### src/rtl/sprite_pkg.sv
// rtl/sprite_pkg.sv - shared constants, state type and helpers for the car sprite blitter
package sprite_pkg;

  localparam int          SPRITE_W    = 80;
  localparam int          SPRITE_H    = 104;
  localparam int          FRAME_WORDS = SPRITE_W * SPRITE_H;
  localparam int          NUM_FRAMES  = 5;
  localparam int          SCREEN_W    = 640;
  localparam int          SCREEN_H    = 480;
  localparam logic [23:0] TRANSPARENT = 24'hffffff;

  typedef enum logic [1:0] {IDLE, FETCH, DRAIN, FIN} blit_state_t;

  function automatic logic lives_valid(input logic [2:0] lives);
    return (lives >= 3'd1) && (lives <= 3'(NUM_FRAMES));
  endfunction

  // The five-lives car sits at the start of the ROM; each lost life steps one frame further in.
  function automatic logic [15:0] frame_base(input logic [2:0] lives, input int unsigned words);
    logic [31:0] idx;
    idx = 32'(NUM_FRAMES) - 32'(lives);
    return 16'(idx * words);
  endfunction

endpackage

### src/rtl/sprite_addr_gen.sv
// rtl/sprite_addr_gen.sv - row/column walk over one sprite frame and the matching ROM address
module sprite_addr_gen #(
  parameter int SPRITE_W = sprite_pkg::SPRITE_W,
  parameter int SPRITE_H = sprite_pkg::SPRITE_H,
  localparam int CW = $clog2(SPRITE_W),
  localparam int RW = $clog2(SPRITE_H)
) (
  input  logic          clk_i,
  input  logic          rst_ni,
  input  logic          clear_i,
  input  logic          advance_i,
  input  logic [15:0]   base_i,
  output logic [RW-1:0] row_o,
  output logic [CW-1:0] col_o,
  output logic          last_o,
  output logic [15:0]   addr_o
);
  import sprite_pkg::*;

  logic [RW-1:0] row_q, row_d;
  logic [CW-1:0] col_q, col_d;
  logic          col_wrap;

  assign col_wrap = (col_q == CW'(SPRITE_W - 1));

  always_comb begin
    row_d = row_q;
    col_d = col_q;
    if (clear_i) begin
      row_d = '0;
      col_d = '0;
    end else if (advance_i) begin
      if (col_wrap) begin
        col_d = '0;
        row_d = row_q + RW'(1);
      end else begin
        col_d = col_q + CW'(1);
      end
    end
  end

  always_ff @(posedge clk_i or negedge rst_ni) begin
    if (!rst_ni) begin
      row_q <= '0;
      col_q <= '0;
    end else begin
      row_q <= row_d;
      col_q <= col_d;
    end
  end

  assign row_o  = row_q;
  assign col_o  = col_q;
  assign last_o = col_wrap && (row_q == RW'(SPRITE_H - 1));
  assign addr_o = base_i + 16'(row_q) * 16'(SPRITE_W) + 16'(col_q);

endmodule

### src/rtl/car_sprite_blitter.sv
// rtl/car_sprite_blitter.sv - copies one lives-selected car frame from the sprite ROM into the frame buffer
module car_sprite_blitter #(
  parameter int          SPRITE_W    = sprite_pkg::SPRITE_W,
  parameter int          SPRITE_H    = sprite_pkg::SPRITE_H,
  parameter int          SCREEN_W    = sprite_pkg::SCREEN_W,
  parameter int          SCREEN_H    = sprite_pkg::SCREEN_H,
  parameter logic [23:0] TRANSPARENT = sprite_pkg::TRANSPARENT
) (
  input  logic        Clk,
  input  logic        Reset_n,
  input  logic        start,
  input  logic [2:0]  lives,
  input  logic [9:0]  pos_x,
  input  logic [8:0]  pos_y,
  output logic        busy,
  output logic        done,
  output logic        err,
  output logic [15:0] rom_addr,
  input  logic [23:0] rom_data,
  output logic [18:0] fb_addr,
  output logic [23:0] fb_data,
  output logic        fb_we,
  input  logic        fb_ready
);
  import sprite_pkg::*;

  localparam int CW = $clog2(SPRITE_W);
  localparam int RW = $clog2(SPRITE_H);

  blit_state_t   state_q, state_d;
  logic [15:0]   base_q, base_d;
  logic [9:0]    pos_x_q, pos_x_d;
  logic [8:0]    pos_y_q, pos_y_d;
  logic          err_q, err_d;
  logic          wr_valid_q, wr_valid_d;
  logic [RW-1:0] wr_row_q, wr_row_d;
  logic [CW-1:0] wr_col_q, wr_col_d;
  logic [15:0]   wr_raddr_q, wr_raddr_d;

  logic          accept;
  logic          stall;
  logic          cnt_advance;
  logic [RW-1:0] cnt_row;
  logic [CW-1:0] cnt_col;
  logic          cnt_last;
  logic [15:0]   cnt_addr;
  logic [10:0]   x_sum;
  logic [9:0]    y_sum;
  logic          on_screen;
  logic [18:0]   lin_addr;

  assign accept      = (state_q == IDLE) && start && lives_valid(lives);
  assign cnt_advance = (state_q == FETCH) && !stall && !cnt_last;

  sprite_addr_gen #(
    .SPRITE_W (SPRITE_W),
    .SPRITE_H (SPRITE_H)
  ) u_addr_gen (
    .clk_i     (Clk),
    .rst_ni    (Reset_n),
    .clear_i   (accept),
    .advance_i (cnt_advance),
    .base_i    (base_q),
    .row_o     (cnt_row),
    .col_o     (cnt_col),
    .last_o    (cnt_last),
    .addr_o    (cnt_addr)
  );

  // Sums are one bit wider than the screen coordinates, so off-screen pixels clip instead of wrapping.
  assign x_sum     = 11'(pos_x_q) + 11'(wr_col_q);
  assign y_sum     = 10'(pos_y_q) + 10'(wr_row_q);
  assign on_screen = (x_sum < 11'(SCREEN_W)) && (y_sum < 10'(SCREEN_H));
  assign lin_addr  = 19'(y_sum) * 19'(SCREEN_W) + 19'(x_sum);

  assign fb_we   = wr_valid_q && (rom_data != TRANSPARENT) && on_screen;
  assign stall   = fb_we && !fb_ready;
  assign fb_addr = fb_we ? lin_addr : '0;
  assign fb_data = fb_we ? rom_data : '0;

  assign busy = (state_q == FETCH) || (state_q == DRAIN);
  assign done = (state_q == FIN);
  assign err  = done && err_q;

  // While stalled, re-present the pending pixel's address so the ROM keeps rom_data on that pixel.
  assign rom_addr = !busy ? '0 : (stall ? wr_raddr_q : cnt_addr);

  always_comb begin
    state_d    = state_q;
    base_d     = base_q;
    pos_x_d    = pos_x_q;
    pos_y_d    = pos_y_q;
    err_d      = err_q;
    wr_valid_d = wr_valid_q;
    wr_row_d   = wr_row_q;
    wr_col_d   = wr_col_q;
    wr_raddr_d = wr_raddr_q;
    case (state_q)
      IDLE: begin
        wr_valid_d = 1'b0;
        if (start) begin
          if (lives_valid(lives)) begin
            base_d  = frame_base(lives, 32'(SPRITE_W * SPRITE_H));
            pos_x_d = pos_x;
            pos_y_d = pos_y;
            err_d   = 1'b0;
            state_d = FETCH;
          end else begin
            err_d   = 1'b1;
            state_d = FIN;
          end
        end
      end
      FETCH: begin
        if (!stall) begin
          wr_valid_d = 1'b1;
          wr_row_d   = cnt_row;
          wr_col_d   = cnt_col;
          wr_raddr_d = cnt_addr;
          if (cnt_last) state_d = DRAIN;
        end
      end
      DRAIN: begin
        if (!stall) begin
          wr_valid_d = 1'b0;
          state_d    = FIN;
        end
      end
      FIN: begin
        err_d   = 1'b0;
        state_d = IDLE;
      end
      default: state_d = IDLE;
    endcase
  end

  always_ff @(posedge Clk or negedge Reset_n) begin
    if (!Reset_n) begin
      state_q    <= IDLE;
      base_q     <= '0;
      pos_x_q    <= '0;
      pos_y_q    <= '0;
      err_q      <= 1'b0;
      wr_valid_q <= 1'b0;
      wr_row_q   <= '0;
      wr_col_q   <= '0;
      wr_raddr_q <= '0;
    end else begin
      state_q    <= state_d;
      base_q     <= base_d;
      pos_x_q    <= pos_x_d;
      pos_y_q    <= pos_y_d;
      err_q      <= err_d;
      wr_valid_q <= wr_valid_d;
      wr_row_q   <= wr_row_d;
      wr_col_q   <= wr_col_d;
      wr_raddr_q <= wr_raddr_d;
    end
  end

endmodule

### config.mk
export PLATFORM = sky130hd
export DESIGN_NAME = car_sprite_blitter
export DESIGN_NICKNAME = d
export VERILOG_FILES = /design/src/rtl/sprite_pkg.sv /design/src/rtl/sprite_addr_gen.sv /design/src/rtl/car_sprite_blitter.sv
export SDC_FILE = /design/constraint.sdc
export NUM_CORES = 1
export LEC_CHECK = 0
export ABC_AREA = 1
export ABC_CLOCK_PERIOD_IN_PS = 4600
export CORE_ASPECT_RATIO = 0.8
export CORE_MARGIN = 4
export CORE_UTILIZATION = 49
export DETAILED_ROUTE_END_ITERATION = 7
export PLACE_DENSITY = 0.79
export SYNTH_ARGS = -nofsm -noshare
export SYNTH_HDL_FRONTEND = slang
export SYNTH_SLANG_ARGS = --single-unit
### constraint.sdc
create_clock -name Clk -period 4.6 [get_ports Clk]
set_clock_uncertainty 0.2 [all_clocks]
set_input_delay 0.92 -clock Clk [delete_from_list [all_inputs] [get_ports Clk]]
set_output_delay 0.92 -clock Clk [all_outputs]
set_load 0.02 [all_outputs]
==> results.cfg, run 1 <==
[detailed_routing]
wl_per_cell_um = 13.80
dr.pass1.iters = 5
wl_mm = 17.59
drt_iter0_markers = 435
drc = 0
via_per_inst = 5.046
final_antenna_net_count = 0
vias = 6434

[pwr]
irDropWorstVdd_uv = 443.0
power_mw = 6.441
powerDensity_nw_per_um2 = 731.7
p_leak_nw = 4.901

[timing]
tightest_slew_ns = 0.8710
report.final.slew_viol_count = 0
period_share_pct = 104.1
fin_crit_ns = 4.791
max_freq_mhz = 208.7
hold_viol_final = 0
setup_viol = 5
maxSlewHeadroom_pct = 41.93
layout_setup_ws_ns = -0.1906
rsz0062_at_grt = true

[clocking]
ctsHtreeMaxLevel = 3
cts.path.max_buffers = 2
cts_hold_buffers = 0
cts_tree = built
cts_sinks = 73
clockRootBuffer = clkbuf_16
clk_latency_ns = 0.34
cts_inserted_buffers = 9
cts.clk_slew.worst_paths_ns = 0.06

[worst_setup_path]
worstPathCellList = ha_2 > inv_2 > fa_2 > inv_2 > nand2_2 > nand2_2 > nand2_2 > xor2_2 > buf_4 > xor2_1 > ha_1 > buf_6 > nand2_4 > nor2_1 > nor2_1 > o21ai_1 > xnor2_1 > buf_4 > nor2_2 > and3_1 > nor3_2 > buf_4
r2r_cells = 17
r2r_start = u_addr_gen.row_o[3]
cp.arrival_ns = 3.67
path_class = reg -> out
crit_fanout = 3
worstPathRequired_ns = 3.48
reg2reg_setup_slack_ns = 1.02
cp-end-kind = output pin
r2r-end = wr_raddr_q[12]
slowest_delay_ns = 0.36
crit_slowest_cell = dfrtp_1
start_kind = register

[yosys]
async_flop_share_pct = 100.0
synth_edf_count = 0
yosysUniqueCellTypes = 40
seq_area_frac_synth_pct = 29.77
syn_area_per_cell_um2 = 6.942
yosysWarningCount = 0
synth_top_area_cell = dfrtp_1
synth.top_cell.area_share_pct = 29.77
ys_ff_latch = 73
synth_flop_cell = dfrtp_1
ys_top_cells_by_area = dfrtp_1 (30%), nand2_1 (16%), ha_1 (12%)
syn_area_um2 = 6137
netlist_instances = 884
syn_nets = 1001

[final_layout]
diodes = 0
layout_common_cells = nand2_1 (257), buf_4 (116), inv_1 (114)
final_common_cell = nand2_1
final_area_um2 = 8802
final_util_pct = 72.11
drive_gt1_share_pct = 20.38
area_growth_pct = 43.43
final_cells = 1275
nets = 1216

[placed_design]
post-place-ws_ns = -0.3424
dpl-instance-area_um2 = 8071
dpl.cell_count = 1239
gp_congestion = 0.8838
hpwl_mm = 12.91
port_buffers = 112

[floorplanning]
die_x_um = 133.1
start_util_pct = 50.28
fp.dieArea_um2 = 14390
core_area_um2 = 12210
row_count = 36
pin_count = 113
die_y_um = 108.1

[status]
violations = negative setup slack
status = finished, violations left

[grt]
grt_max_degree = 43
grt_pass1_vias = 6315
grt_pass1_wl_mm = 29.28
grt.overflow.total = 0
track_usage_pct = 24.54
antenna_found_initial = 0

[min_path]
min_to = wr_raddr_q[0]
hp-class = reg -> reg
hold-path-cell-count = 2
hp-start = wr_raddr_q[0]

[run]
cap_violations = 0
==> through the flow <==
step / hold WS [ns] / setup TNS [ns]
2_1_floorplan: 0.2414 / 0
3_3_place_gp: 0.2585 / -1.015
3_5_place_dp: 0.2610 / -1.585
4_1_cts: 0.2780 / -0.2349
5_1_grt: 0.3023 / -1.917
6_report: 0.2757 / -0.5586
==> critical path: cells and delay by family, from the launching register on <==
family	cells	cell delay, ns
compound gates	1	0.08
xor+xnor	3	0.57
fa+ha+maj	3	0.90
buf+inv	6	0.75
flops	1	0.36
simple gates	9	0.69
==> where the power goes <==
part / switching (mW) / internal, mW / leakage, nW
clock network: 0.286 / 0.440 / 0.150
registers: 0.178 / 0.866 / 0.947
logic: 2.56 / 2.11 / 3.80
total: 3.02 / 3.42 / 4.90
==> worst max-delay path by stage <==
stage,startpoint,to,slack (ns)
after floorplan,pos_y_q[0],fb_addr[16],0.02
after global placement,pos_y_q[0],fb_addr[18],-0.25
after detailed placement,wr_row_q[0],fb_addr[18],-0.34
after CTS,wr_row_q[0],fb_addr[17],-0.14
after global routing,wr_row_q[0],fb_addr[18],-0.39
final,wr_row_q[0],fb_addr[17],-0.19
==> sequential cells by signal, indices dropped and copies added (netlist names) <==
| name | cells |
|---|---|
| state_q | 2 |
| wr_valid_q | 1 |
| wr_row_q | 7 |
| u_addr_gen.col_o | 7 |
| u_addr_gen.row_o | 7 |
| wr_col_q | 7 |
| pos_x_q | 10 |
| err_q | 1 |
| pos_y_q | 9 |
| base_q | 6 |
| wr_raddr_q | 16 |
==> synthesized netlist by cell type, types with 3 or more instances <==
cell,number
inv_1,116
nand3_1,52
a21oi_1,46
ha_1,61
fa_1,6
nand4_1,16
buf_2,10
clkbuf_1,6
xor2_1,20
or2_2,4
nor2_1,86
a21oi_2,3
nand2_2,7
o21ai_0,58
dfrtp_1,73
xnor2_1,18
nand2_1,263
nor3_1,7
==> area by class of cell <==
cell class / count / area [µm²]
repair buffers: 224 / 1958
fillers: 923 / 3405
well taps: 171 / 214.0
flip-flops and latches: 73 / 1829
multi-input cells: 671 / 4039
inverters: 120 / 450.4
clock inverters: 6 / 72.57
clock buffers: 10 / 239.0
==> logic make-up after synthesis <==
family	count (synthesis)	share of synthesized area, %
and+or+nand+nor	448	31.11
AOI/OAI and AO/OA	118	10.23
buffers and inverters	140	9.072
xor gates and xnor gates	38	5.423
adders and majority gates	67	14.39
DFF	73	29.77
==> per-layer routing <==
layer / up-vias / wire [µm] / track usage, %
li1: 3254 / - / -
met1: 2987 / 8021 / 32.78
met2: 168 / 8477 / 41.63
met3: 25 / 786 / 4.465
met4: 0 / 309 / 6.167
met5: - / 0 / 0
==> repair_timing <==
item / in CTS / in global routing
endpoints found under the setup margin: 22 / 53
setup buffers: 12 / 9
hold endpoints to repair: 0 / 0
pin swaps: 16 / 26
gates resized for setup: 88 / 65
Note: power is estimated with default switching activity, not from simulation.
==> run 2: changes to the inputs <==
CORE_UTILIZATION = 50   (was 49)
SYNTH_HIERARCHICAL = 1   (was unset)
==> run 2 against run 1 <==
The flow still finishes with violations (negative setup slack). Utilization is 1.5 points higher. Sequential share of layout area shrank 1.5 points. Via count is 14% higher.
==> results.cfg, run 2 <==
[status]
status = finished, violations left
violations = negative setup slack

[timing]
setup_viol = 13
hold_viol_final = 0
tns_ns = -1.853
max_freq_mhz = 203.5
period_share_pct = 106.8
tightest_slew_ns = 0.9623
maxSlewHeadroom_pct = 35.84
rsz0062_at_grt = true
layout_setup_ws_ns = -0.3138
report.final.slew_viol_count = 0
fin_crit_ns = 4.914

[floorplanning]
die_y_um = 112
fp.dieArea_um2 = 15460
row_count = 37
pin_count = 113
core_area_um2 = 13060
start_util_pct = 51.78
die_x_um = 138

[yosys]
synthTopCellsByCount = nand2_1 (324), inv_1 (150), nor2_1 (128), ha_1 (78), dfrtp_1 (74)
synth_flop_cell = dfrtp_1
async_flop_share_pct = 100.0
syn_area_um2 = 6760
yosysUniqueCellTypes = 43
yosysWarningCount = 6
synth_edf_count = 0
synth.top_cell.area_share_pct = 27.39
synth_top_area_cell = dfrtp_1
netlist_instances = 1003
syn_area_per_cell_um2 = 6.740
ys_ff_latch = 74
seq_area_frac_synth_pct = 27.39
ys_top_cells_by_area = dfrtp_1 (27%), nand2_1 (18%), ha_1 (14%)
synthMostInstantiatedCell = nand2_1

[detailed_routing]
dr.pass1.iters = 5
vias = 7326
drt_iter0_markers = 795
via_per_inst = 5.347
final_antenna_net_count = 0
wl_mm = 21.75
drc = 0
wl_per_cell_um = 15.88

[worst_setup_path]
reg2reg_setup_slack_ns = 0.54
cpLargestDelayFamily = adder cells
crit_slowest_cell = fa_2
cp-end-kind = output pin
crit_fanout = 2
cp.arrival_ns = 3.79
r2r_cells = 24
crit_buf_inv = 4
worstPathRequired_ns = 3.48
slowest_delay_ns = 0.52
worst_path_most_repeated_cell = nand2_1
r2r_start = pos_y_q[0]
path_class = reg -> out
worstPathCellList = ha_2 > inv_2 > fa_2 > inv_1 > ha_1 > ha_2 > inv_2 > fa_2 > xnor2_2 > nand3_2 > nor2_4 > nand2_1 > nor2_2 > nand3_1 > nand2_1 > nand2_1 > nor2_1 > buf_4
r2r-end = u_addr_gen/row_o[6]
start_kind = register

[grt]
grt.overflow.total = 0
grt_max_degree = 75
antenna_found_initial = 0
track_usage_pct = 22.64
grt_pass1_vias = 6228
grt_pass1_wl_mm = 29.55

[final_layout]
diodes = 0
nets = 1327
seqCellArea_um2 = 1856
layout_common_cells = nand2_1 (296), inv_1 (133), nor2_1 (119)
final_common_cell = nand2_1
area_growth_pct = 42.11
fillers = 926
drive_gt1_share_pct = 21.84
multi_input_area_um2 = 4895
final_util_pct = 73.59
final_area_um2 = 9607
largest-register = wr_raddr_q
reg.largest.list = wr_raddr_q x16, pos_x_q x10, pos_y_q x9
largest_register_ffs = 16

[min_path]
min_to = wr_row_q[5]
hold-path-cell-count = 2
hp-start = wr_row_q[5]
hp-class = reg -> reg

[placed_design]
dpl-instance-area_um2 = 8496
hpwl_mm = 12.85
gp_congestion = 0.9280
port_buffers = 112

[clocking]
cts_hold_buffers = 0
cts.clk_slew.worst_paths_ns = 0.06
cts_tree = built
cts_sinks = 74
cts_inserted_buffers = 9
clockRootBuffer = clkbuf_16
ctsHtreeMaxLevel = 3
cts.path.max_buffers = 2
clk_latency_ns = 0.34

[run]
cap_violations = 0
## run 2: changes by cell type after synthesis, sizes merged, moves of 4 or more
cell and delta:
ha +17, o21ai -28, nand2 +63, nor2 +43, inv +32, xnor2 -4
a21oi -18, nand4 -8, nand3 +13
## run 2: worst max-delay path by stage
stage	start	endpoint	slack, ns	depth (start not counted)
detailed placement	pos_y_q[0]	fb_addr[18]	-0.31	19
global placement	u_addr_gen/row_o[3]	rom_addr[13]	-0.27	20
CTS	pos_y_q[0]	fb_addr[18]	-0.01	18
global route	pos_y_q[0]	fb_addr[18]	-0.42	20
finish	pos_y_q[0]	fb_addr[18]	-0.31	18
floorplan	pos_y_q[0]	fb_addr[18]	0.16	20
## run 2: logic make-up after synthesis
group | count (synthesis) | share of synthesized area [%]
other | 1 | 0.05547
AO/OA/AOI/OAI | 77 | 6.330
flip-flops | 74 | 27.39
buffers and inverters | 174 | 10.90
adder cells (fa/ha/maj) | 87 | 17.10
XOR/XNOR | 34 | 4.405
AND/OR/NAND/NOR | 556 | 33.81
## run 2: cell type report
type,instances,area share (%)
Clock buffer,11,2.527
Multi-Input combinational cell,761,50.95
Timing Repair Buffer,193,18.34
Sequential cell,74,19.31
Tap cell,175,2.279
Inverter,151,5.952
Clock inverter,5,0.6382
## run 2: timing repair
| item | CTS | global route |
|---|---|---|
| resized for setup | 98 | 144 |
| pin swaps | 6 | 69 |
| buffers inserted | 1 | 10 |
| hold endpoints to repair | 0 | 0 |
| setup endpoints to repair | 18 | 60 |
## run 2: tightest hold or removal path: cells and delay by family, from the launching register on
family | cells | cell delay [ns]
DFF | 1 | 0.34
and+or+nand+nor | 2 | 0.10
## run 2: metrics by stage
stage	std cells	setup slack, ns	hold WS, ns
final	1370	-0.3138	0.2800
after detailed placement	1344	-0.3116	0.2630
after CTS	1361	-0.01485	0.2788
after floorplan	1009	0.1611	0.2459
after global placement	1344	-0.2733	0.2622
after global routing	1370	-0.4224	0.3016
## run 2: routing by layer
metal	wire, µm	share of wire (%)	vias up	track usage, %
met5	0	0	-	0
met4	761	3.5	0	4.411
met3	1691	7.8	77	4.766
met2	10100	46	383	35.57
met1	9201	42	3382	32.55
li1	-	-	3484	-
Power of run 2 is not shown: default switching activity piles up to over one toggle a cycle in this logic, so the estimate is an artifact.
==> run 3: changes to the inputs <==
SKIP_CTS_REPAIR_TIMING = 1   (was unset)
==> run 3 against run 2 <==
The flow still finishes with violations (negative setup slack). Global-route usage shrank 1.1 points. Critical path depth rose by 2. Wire length fell by 6.7%. Critical endpoint is now fb_addr[16]. Largest cell class unchanged. Highest routed layer unchanged.
==> results.cfg, run 3 (synthesis gave the netlist of run 2 again) <==
[worst_setup_path]
r2r_cells = 24
startpoint = wr_row_q[0]
slowest_delay_ns = 0.40
path_class = reg -> out
cpLargestDelayFamily = adder cells
reg2reg_setup_slack_ns = 0.62
crit_buf_inv = 5
worstPathRequired_ns = 3.48
cp-end-kind = output pin
crit_fanout = 3
crit_slowest_cell = fa_2
worstPathCellList = ha_2 > inv_2 > fa_2 > inv_2 > nand3_2 > nand2_4 > xnor2_2 > xor2_1 > inv_1 > fa_2 > o21ai_4 > nand2_1 > nand2_1 > nand2_1 > nand2_1 > xor2_1 > buf_4 > xnor2_1 > nor2_1 > buf_4
cp.arrival_ns = 3.71
start_kind = register
worst_path_most_repeated_cell = nand2_1
r2r_start = wr_row_q[0]
r2r-end = u_addr_gen/row_o[6]

[status]
violations = negative setup slack
status = finished, violations left

[timing]
hold_viol_final = 0
period_share_pct = 105.0
rsz0062_at_grt = true
fin_crit_ns = 4.828
layout_setup_ws_ns = -0.2279
setup_viol = 9
maxSlewHeadroom_pct = 35.62
tightest_slew_ns = 0.9657
max_freq_mhz = 207.1
report.final.slew_viol_count = 0

[grt]
grt.overflow.total = 0
track_usage_pct = 21.56
grt_max_degree = 75
grt_pass1_vias = 6071
grt_pass1_wl_mm = 28.27
antenna_found_initial = 0

[final_layout]
layout_common_cells = nand2_1 (304), inv_1 (139), nor2_1 (118)
diodes = 0
area_growth_pct = 42.92
reg.largest.list = wr_raddr_q x16, pos_x_q x10, pos_y_q x9
final_common_cell = nand2_1
final_area_um2 = 9662
nets = 1328
drive_gt1_share_pct = 20.15
final_util_pct = 74.01
largest-register = wr_raddr_q
largest_register_ffs = 16

[placed_design]
post-place-ws_ns = -0.3116
gp_congestion = 0.9280
port_buffers = 112
hpwl_mm = 12.85
dpl-instance-area_um2 = 8496

[detailed_routing]
drc = 0
wl_per_cell_um = 14.80
vias = 7145
wl_mm = 20.29
final_antenna_net_count = 0
via_per_inst = 5.212
drt_iter0_markers = 553
dr.pass1.iters = 5

[clocking]
cts_sinks = 74
cts.clk_slew.worst_paths_ns = 0.06
cts_inserted_buffers = 9
cts_tree = built
clockRootBuffer = clkbuf_16
clk_latency_ns = 0.34
cts.path.max_buffers = 2
ctsHtreeMaxLevel = 3

[min_path]
hold-path-cell-count = 2
min_to = wr_row_q[5]
hp-start = wr_row_q[5]
hp-class = reg -> reg

[run]
cap_violations = 0

[floorplanning]
row_count = 37
pin_count = 113
core_area_um2 = 13060
die_y_um = 112
start_util_pct = 51.78
fp.dieArea_um2 = 15460
die_x_um = 138

[pwr]
irDropWorstVdd_uv = 557.8
power_mw = 8.921
p_leak_nw = 5.868
powerDensity_nw_per_um2 = 923.4
-- run 3: layout make-up --
cell class	count	area, µm²
inverters	151	566.8
well taps	175	219.0
clock buffers	11	242.7
flip-flops and latches	74	1856
multi-input cells	761	4851
fillers	905	3393
clock inverters	5	61.31
repair buffers	194	1866
-- run 3: power by group --
group          internal, mW  switching (mW)  leakage, nW
combinational          3.22            3.83         4.78
clock                 0.437           0.288        0.138
sequential            0.905           0.239        0.952
-- run 3: how the worst max path moves through the flow --
stage	end	cells after the start
2_1_floorplan	fb_addr[18]	20
3_3_place_gp	rom_addr[13]	20
3_5_place_dp	fb_addr[18]	19
4_1_cts	fb_addr[18]	19
5_1_grt	fb_addr[18]	25
6_report	fb_addr[16]	20
-- run 3: per-stage QoR --
stage	std cells	hold WS [ns]	setup TNS (ns)
final	1371	0.2795	-1.240
after global routing	1371	0.3012	-3.209
after CTS	1360	0.2788	-8.177
after detailed placement	1344	0.2630	-2.524
after global placement	1344	0.2622	-1.488
after floorplan	1009	0.2459	0
-- run 3: worst reg2reg max path, delay by kind of cell, from the launching register on --
family	cells	cell delay (ns)
adder cells (fa/ha/maj)	2	0.59
buffers and inverters	6	0.81
AO/OA/AOI/OAI	1	0.06
AND/OR/NAND/NOR	15	1.82
flip-flops	1	0.37
-- run 3: metal layers --
| metal | routed length, µm | GRT usage, % | up-vias |
|---|---|---|---|
| li1 | - | - | 3487 |
| met1 | 8896 | 31.68 | 3314 |
| met2 | 9426 | 33.00 | 296 |
| met3 | 1432 | 4.551 | 48 |
| met4 | 531 | 4.213 | 0 |
| met5 | 0 | 0 | - |
